**config.mk**
```make
export PLATFORM = sky130hd
export DESIGN_NAME = wave_capture_flat
export DESIGN_NICKNAME = d
export VERILOG_FILES = /design/src/rtl/wave_pkg.sv /design/src/rtl/wave_capture_if.sv /design/src/rtl/wave_trigger.sv /design/src/rtl/wave_capture.sv /design/src/flat_wrapper.sv
export SDC_FILE = /design/constraint.sdc
export NUM_CORES = 1
export LEC_CHECK = 0
export BUFFER_PORTS_ARGS = -buffer_cell sky130_fd_sc_hd__buf_2
export CORE_MARGIN = 2
export CORE_UTILIZATION = 37
export DETAILED_ROUTE_END_ITERATION = 16
export GPL_ROUTABILITY_DRIVEN = 0
export PLACE_DENSITY_LB_ADDON = 0.1
export SKIP_CTS_REPAIR_TIMING = 1
export SLEW_MARGIN = 20
export SYNTH_ARGS = -nofsm -noshare
export SYNTH_HDL_FRONTEND = slang
export SYNTH_SLANG_ARGS = --single-unit
```
**constraint.sdc**
```tcl
create_clock -name clk -period 2.4 [get_ports clk]
set_input_delay 0.6 -clock clk [delete_from_list [all_inputs] [get_ports clk]]
set_output_delay 0.6 -clock clk [all_outputs]
set_load 0.03 [all_outputs]
```
**src/rtl/wave_pkg.sv**
```systemverilog
// Shared definitions for the double-buffered 512x8 wave RAM (writer and display sides).
package wave_pkg;

    localparam int WAVE_SAMPLES = 256;
    localparam int WAVE_ADDR_W  = 9;
    localparam int WAVE_DATA_W  = 8;

    typedef enum logic [1:0] {
        ARMED  = 2'd0,
        ACTIVE = 2'd1,
        WAIT   = 2'd2
    } wave_state_e;

    // Top byte of a signed sample, re-biased to offset-binary for the plotter.
    function automatic logic [WAVE_DATA_W-1:0] to_offset_binary(input logic [15:0] s);
        return {~s[15], s[14:8]};
    endfunction

endpackage

```
**src/rtl/wave_capture_if.sv**
```systemverilog
// Sample-stream and wave-RAM write-port bundle; master = capture side, slave = stream/RAM side.
interface wave_capture_if;
    import wave_pkg::*;

    logic                   new_sample_ready;
    logic [15:0]            new_sample_in;
    logic                   wave_display_idle;
    logic [WAVE_ADDR_W-1:0] write_address;
    logic                   write_enable;
    logic [WAVE_DATA_W-1:0] write_sample;
    logic                   read_index;

    modport master (
        input  new_sample_ready, new_sample_in, wave_display_idle,
        output write_address, write_enable, write_sample, read_index
    );

    modport slave (
        output new_sample_ready, new_sample_in, wave_display_idle,
        input  write_address, write_enable, write_sample, read_index
    );

endinterface

```
**src/rtl/wave_trigger.sv**
```systemverilog
// Positive-going zero-crossing detector: pulses when the sign goes from negative to non-negative.
module wave_trigger (
    input  logic clk,
    input  logic reset,
    input  logic sample_ready,
    input  logic sample_msb,
    output logic trigger
);

    logic prev_msb;

    always_ff @(posedge clk or posedge reset) begin
        if (reset)
            prev_msb <= 1'b0;
        else if (sample_ready)
            prev_msb <= sample_msb;
    end

    assign trigger = sample_ready & prev_msb & ~sample_msb;

endmodule

```
**src/rtl/wave_capture.sv**
```systemverilog
// Wave RAM writer: arms on a positive zero crossing, fills the hidden half, swaps on display idle.
// Optional decimation of written samples when WAVE_CAPTURE_DECIMATE_EN is defined.
module wave_capture
    import wave_pkg::*;
#(
    parameter int DECIM_LOG2 = 0
) (
    input  logic           clk,
    input  logic           reset,
    wave_capture_if.master bus
);

    localparam int CW = (DECIM_LOG2 > 0) ? DECIM_LOG2 : 1;

`ifdef WAVE_CAPTURE_DECIMATE_EN
    localparam logic [CW-1:0] DECIM_MASK = CW'((1 << DECIM_LOG2) - 1);
`else
    localparam logic [CW-1:0] DECIM_MASK = '0;
`endif

    wave_state_e            state, state_d;
    logic [7:0]             index, index_d;
    logic [CW-1:0]          decim_cnt, decim_cnt_d;
    logic                   read_index, read_index_d;
    logic                   we, we_d;
    logic [WAVE_ADDR_W-1:0] addr, addr_d;
    logic [WAVE_DATA_W-1:0] data, data_d;
    logic                   trigger;
    logic                   decim_hit;

    wave_trigger u_trigger (
        .clk          (clk),
        .reset        (reset),
        .sample_ready (bus.new_sample_ready),
        .sample_msb   (bus.new_sample_in[15]),
        .trigger      (trigger)
    );

    assign decim_hit = (decim_cnt & DECIM_MASK) == '0;

    always_comb begin
        state_d      = state;
        index_d      = index;
        decim_cnt_d  = decim_cnt;
        read_index_d = read_index;
        we_d         = 1'b0;
        addr_d       = addr;
        data_d       = data;
        case (state)
            ARMED: begin
                if (trigger) begin
                    state_d     = ACTIVE;
                    index_d     = '0;
                    decim_cnt_d = '0;
                end
            end
            ACTIVE: begin
                if (bus.new_sample_ready) begin
                    decim_cnt_d = decim_cnt + 1'b1;
                    if (decim_hit) begin
                        we_d    = 1'b1;
                        addr_d  = {~read_index, index};
                        data_d  = to_offset_binary(bus.new_sample_in);
                        index_d = index + 1'b1;
                        if (index == 8'(WAVE_SAMPLES - 1))
                            state_d = WAIT;
                    end
                end
            end
            WAIT: begin
                if (bus.wave_display_idle) begin
                    read_index_d = ~read_index;
                    state_d      = ARMED;
                end
            end
            default: state_d = ARMED;
        endcase
    end

    always_ff @(posedge clk or posedge reset) begin
        if (reset) begin
            state      <= ARMED;
            index      <= '0;
            decim_cnt  <= '0;
            read_index <= 1'b0;
            we         <= 1'b0;
            addr       <= '0;
            data       <= '0;
        end else begin
            state      <= state_d;
            index      <= index_d;
            decim_cnt  <= decim_cnt_d;
            read_index <= read_index_d;
            we         <= we_d;
            addr       <= addr_d;
            data       <= data_d;
        end
    end

    assign bus.write_enable  = we;
    assign bus.write_address = addr;
    assign bus.write_sample  = data;
    assign bus.read_index    = read_index;

endmodule

```
**src/flat_wrapper.sv**
```systemverilog
// flat-port wrapper written by rule: the top's interface ports become plain ports
module wave_capture_flat import wave_pkg::*;
#(
    parameter int DECIM_LOG2 = 0
)
  (clk, reset, bus_new_sample_ready, bus_new_sample_in, bus_wave_display_idle, bus_write_address, bus_write_enable, bus_write_sample, bus_read_index);
  wave_capture_if bus_i ();
  input  logic clk;
  input  logic reset;
  input wire logic [$bits(bus_i.new_sample_ready)-1:0] bus_new_sample_ready;
  input wire logic [$bits(bus_i.new_sample_in)-1:0] bus_new_sample_in;
  input wire logic [$bits(bus_i.wave_display_idle)-1:0] bus_wave_display_idle;
  output wire logic [$bits(bus_i.write_address)-1:0] bus_write_address;
  output wire logic [$bits(bus_i.write_enable)-1:0] bus_write_enable;
  output wire logic [$bits(bus_i.write_sample)-1:0] bus_write_sample;
  output wire logic [$bits(bus_i.read_index)-1:0] bus_read_index;
  assign bus_i.new_sample_ready = bus_new_sample_ready;
  assign bus_i.new_sample_in = bus_new_sample_in;
  assign bus_i.wave_display_idle = bus_wave_display_idle;
  assign bus_write_address = bus_i.write_address;
  assign bus_write_enable = bus_i.write_enable;
  assign bus_write_sample = bus_i.write_sample;
  assign bus_read_index = bus_i.read_index;
  wave_capture #(.DECIM_LOG2(DECIM_LOG2)) u_core (.clk(clk), .reset(reset), .bus(bus_i));
endmodule
```
# [After elaboration in Yosys (flattened, before gate mapping)]
# Index checks and enable logic that the tools add are counted.
# W data, S select, Z words.
[word_totals] inputBits=20 out_inout_bits=19 wordCells=35 ff_bits=30
[op_classes] add_sub_neg=1 reduce_logical=6 n_eq_ne=7 n_bitwise=4 muxes=10
[ops] op="$mux W8" count=2
[ops] op="$pmux W8 S2" count=1
[ops] op="$add A8 B1 Y8 const B" count=1
[ops] op="$eq A8 B8 Y1 const B" count=1
[ops] op="$mux W2" count=4
[ops] op="$pmux W2 S3" count=1
[ops] op="$ne A2 B1 Y1 const B" count=2
[ops] op="$ne A2 B2 Y1 const B" count=2
[ops] op="$reduce_and A2 Y1" count=2
[ops] op="$reduce_and A4 Y1" count=1
[ops] op="$reduce_and A3 Y1" count=1
[ops] op="$and A1 B1 Y1" count=2
[ops] op="$eq A2 B1 Y1 const B" count=1
[ops] op="$eq A2 B2 Y1 const B" count=1
[ops] op="$logic_not A2 Y1" count=1
[ops] op="$mux W1" count=2
[ops] op="$not A1 Y1" count=2
[ops] op="$reduce_bool A2 Y1" count=1

# [Depth between registers and ports, before layout]
[depth] word_depth=4 mapped_depth=5

# [Hierarchy]
# A second synthesis with hierarchy kept.
[unflattened] hier_cells=130 hier_area_um2=1265.0
[modules_own_cells] module="wave_capture" area_per_inst_um2=1211.2 cells_per_inst=126 n_inst=1
[modules_own_cells] module="wave_trigger" area_per_inst_um2=53.8 cells_per_inst=4 n_inst=1

# [Worst setup path after synthesis]
# Ideal clock, no wire load.
[synth_timing] kind="input port to flip-flop" from="input bus_new_sample_in[15]" to="register u_core.index[7]" setup_time_ns=0.094 n_path_buf=0 arrival_ns=1.447 slack_ns=0.859 path_stages=3 cell_sequence="or2b_1 -> a2111o_1 -> a211oi_1"
[synth_between] elab_chain_cells=4
[synth_lines] item="from (decl)" line="flat_wrapper.sv:11" text="input wire logic [$bits(bus_i.new_sample_in)-1:0] bus_new_sample_in;"
[synth_lines] item="$not A1 Y1" line="wave_trigger.sv:19" text="assign trigger = sample_ready & prev_msb & ~sample_msb;"
[synth_lines] item="$and A1 B1 Y1" line="wave_trigger.sv:19"
[synth_lines] item="$ne A2 B1 Y1 (no line)"
[synth_lines] item="$reduce_and A3 Y1 (no line)"
[synth_lines] item="to (signal assigned)" line="wave_capture.sv:91" text="index <= index_d;"
[synth_lines] item="to (decl)" line="wave_capture.sv:22" text="logic [7:0] index, index_d;"
# Every way passes these cells.
# A chain may end at the register's enable or synchronous reset.

# [Final worst setup path]
[layout_timing] from="register u_core.state[1]" to="register u_core.index[6]"
[layout_between] elab_chain_cells=3 elab_cells_between_ends=7 cone_classes="3 x eq/ne; 1 x mux; 3 x reduce/logical"
[layout_lines] item="from (decl)" line="wave_capture.sv:21" text="wave_state_e state, state_d;"
[layout_lines] item="from (signal assigned)" line="wave_capture.sv:90" text="state <= state_d;"
[layout_lines] item="$eq A2 B1 Y1 or $logic_not A2 Y1 (tied branches)" line="wave_capture.sv:49" text="case (state)"
[layout_lines] item="$ne A2 B2 Y1 (no line), or another cell as far along"
[layout_lines] item="$reduce_and A3 Y1 (no line)"
# Parallel ways exist; a longest one is shown, timed or not.

==> qor.csv <==
metric,value,unit
status,"finished, final reports clean",
cts_htree_levels,2,
finalCritPeriodShare,63.7,%
drt_wl_total,2310,um
p_per_area,968,mW/mm^2
io_buffer_count,30,
ant_nets,0,
area_growth,21.4,%
seq_area_frac_synth,58.8,%
synth.distinct_cells,35,
yosysTopAreaCell,dfrtp_1,
setup_ws,0.870,ns
multiInputGateArea,480,sq um
async_reset_ff_share,100,%
clockRootBuffer,clkbuf_4,
grt_overflow_total,0,
hpwl,1700,um
final-seq-area,751,sq um
grt_util_all_layers,13.6,%
die-area,0.00394,sq mm
fp-row-count,21,
grt_pass1_wl,4110,um
cts_tree,yes,
yosysWarningCount,0,
max_freq,654,MHz
hold_viol,0,
syn-num-nets,125,
fin_tns_setup,0,ns
drive_gt1_share,32.9,%
slew_headroom,67.9,%
fillers,350,
drv_slew,0,
syn_area_per_cell,12.3,sq um
worst_ep_required_time,2.65,ns
start_util,38.3,%
grt_pass1_vias,941,
synth_top_cell_area_share,58.8,%
netSwitchingPower,0.567,mW
final_cell_mix,"buf_2, dfrtp_1, mux2_1",
clock_path_buffers,2,
drv_cap,0,
cp-end-kind,flop,
detailedPlace.worstSlack,0.625,ns
core_area,0.00334,sq mm
p_clk_share,20.0,%
final_nets,163,
path_clk_slew,0.09,ns
period_needed,1.53,ns
critPathKind,reg -> reg,
synthTopCellsByArea,"dfrtp_1, mux2_1, o21ai_1",
antenna_found_initial,0,
rsz0062_at_grt,no,
netSwitchingFraction,37.8,%
fp.dieH,62.8,um
drt_iter0_drc,26,
drc,0,
die_width,62.8,um
p_leak,0.749,nW
finClkSkew,0.00780,ns
synth_edf_count,0,
setup_violations,0,
combPwrFrac,31.0,%
max_slew.worst_pin.slew,0.479,ns
hold_slack,0.338,ns
hold_path_class,in -> async,
synth_ff_type,dfrtp_1,
diodes,0,
post_drt_wl_per_cell,12.2,um
startpoint_type,flop,
cts_sinks,30,
seq_power_share,49.0,%
syn_inst,104,
internal-power,0.934,mW
cp_max_fo,8,
cts-buffers-inserted,5,
arrival,1.78,ns
vdd_ir_drop_max,0.495,mV
vias,940,
ioPinCount,39,
dr.pass1.iters,3,
synth_area,0.00128,sq mm
insertion_delay,0.32,ns
grt_max_degree,31,
vias_per_cell,4.97,
ys_ff_latch,30,
==> state kept, by name, indices dropped and copies added (netlist names) <==
register	count
u_core.bus.write_address	9
u_core.bus.write_sample	8
u_core.bus.write_enable	1
u_core.u_trigger.prev_msb	1
u_core.state	2
u_core.bus.read_index	1
u_core.index	8
==> power by group through the flow <==
stage	Clock, mW	Sequential [mW]	Combinational, mW
2_1_floorplan	0	0.889	0.181
3_3_place_gp	0	0.743	0.467
3_5_place_dp	0	0.747	0.473
4_1_cts	0.318	0.738	0.475
5_1_grt	0.343	0.758	0.512
6_report	0.300	0.735	0.465
==> area by class of cell <==
class,count,area share [%]
repair buffers,34,11.6
clock buffers,7,3.55
flip-flops and latches,30,48.4
well taps,46,3.71
inverters,6,1.45
clock inverters,1,0.323
multi-input cells,65,31.0
==> routing by layer <==
metal	GRT usage [%]	wire, um	vias to the layer above
li1	-	-	450
met1	16.4	1060	459
met2	21.4	1070	27
met3	5.41	139	4
met4	6.11	34	0
met5	0	0	-
==> stage by stage <==
step	area, sq um	instances	utilization [%]	power (mW)
floorplan	1280	104	-	1.07
global placement	1490	181	44.7	1.21
detailed placement	1490	181	44.7	1.22
CTS	1550	189	46.5	1.53
global route	1550	189	46.5	1.61
finish	1550	189	46.5	1.50
==> worst paths after layout <==
kind | slack, ns | end | startpoint | depth (start not counted)
max | 0.87 | u_core.index[6] | u_core.state[1] | 4
min | 0.34 | u_core.bus.write_sample[2] | reset | 3
max reg2reg | 0.87 | u_core.index[6] | u_core.state[1] | 4
min reg2reg | 0.49 | u_core.bus.write_address[0] | u_core.bus.write_address[0] | 1
max in group asynchronous | 1.79 | u_core.state[0] | reset | 3
min in group clk | 0.46 | u_core.state[1] | bus_wave_display_idle | 2
==> synthesized netlist by cell type, types with 2 or more instances <==
cell	count
o21ai_0	2
o21ai_1	7
inv_1	5
nand3_1	2
mux2_1	12
or3_1	2
o31ai_1	2
nand2_1	8
nand4b_1	2
or4_1	3
xor2_1	2
a21oi_1	5
dfrtp_1	30
==> kinds of logic (layout without fill, tap and decap cells) <==
family,count (synthesis),after routing,share of synthesized area (%)
AO/OA/AOI/OAI,19,19,8.72
AND/OR/NAND/NOR,29,29,14.3
flip-flops,30,30,58.8
buffers and inverters,9,48,3.62
adder cells (fa/ha/maj),1,1,0.979
XOR/XNOR,2,2,1.37
multiplexers,14,14,12.2
==> worst max-delay path: stages, from the launching register on <==
cell and delay, ns:
dfrtp_1 0.44, nand3b_1 0.22, buf_4 0.19, or4_1 0.47, a21oi_1 0.15
Note: power is estimated with default switching activity, not from simulation.
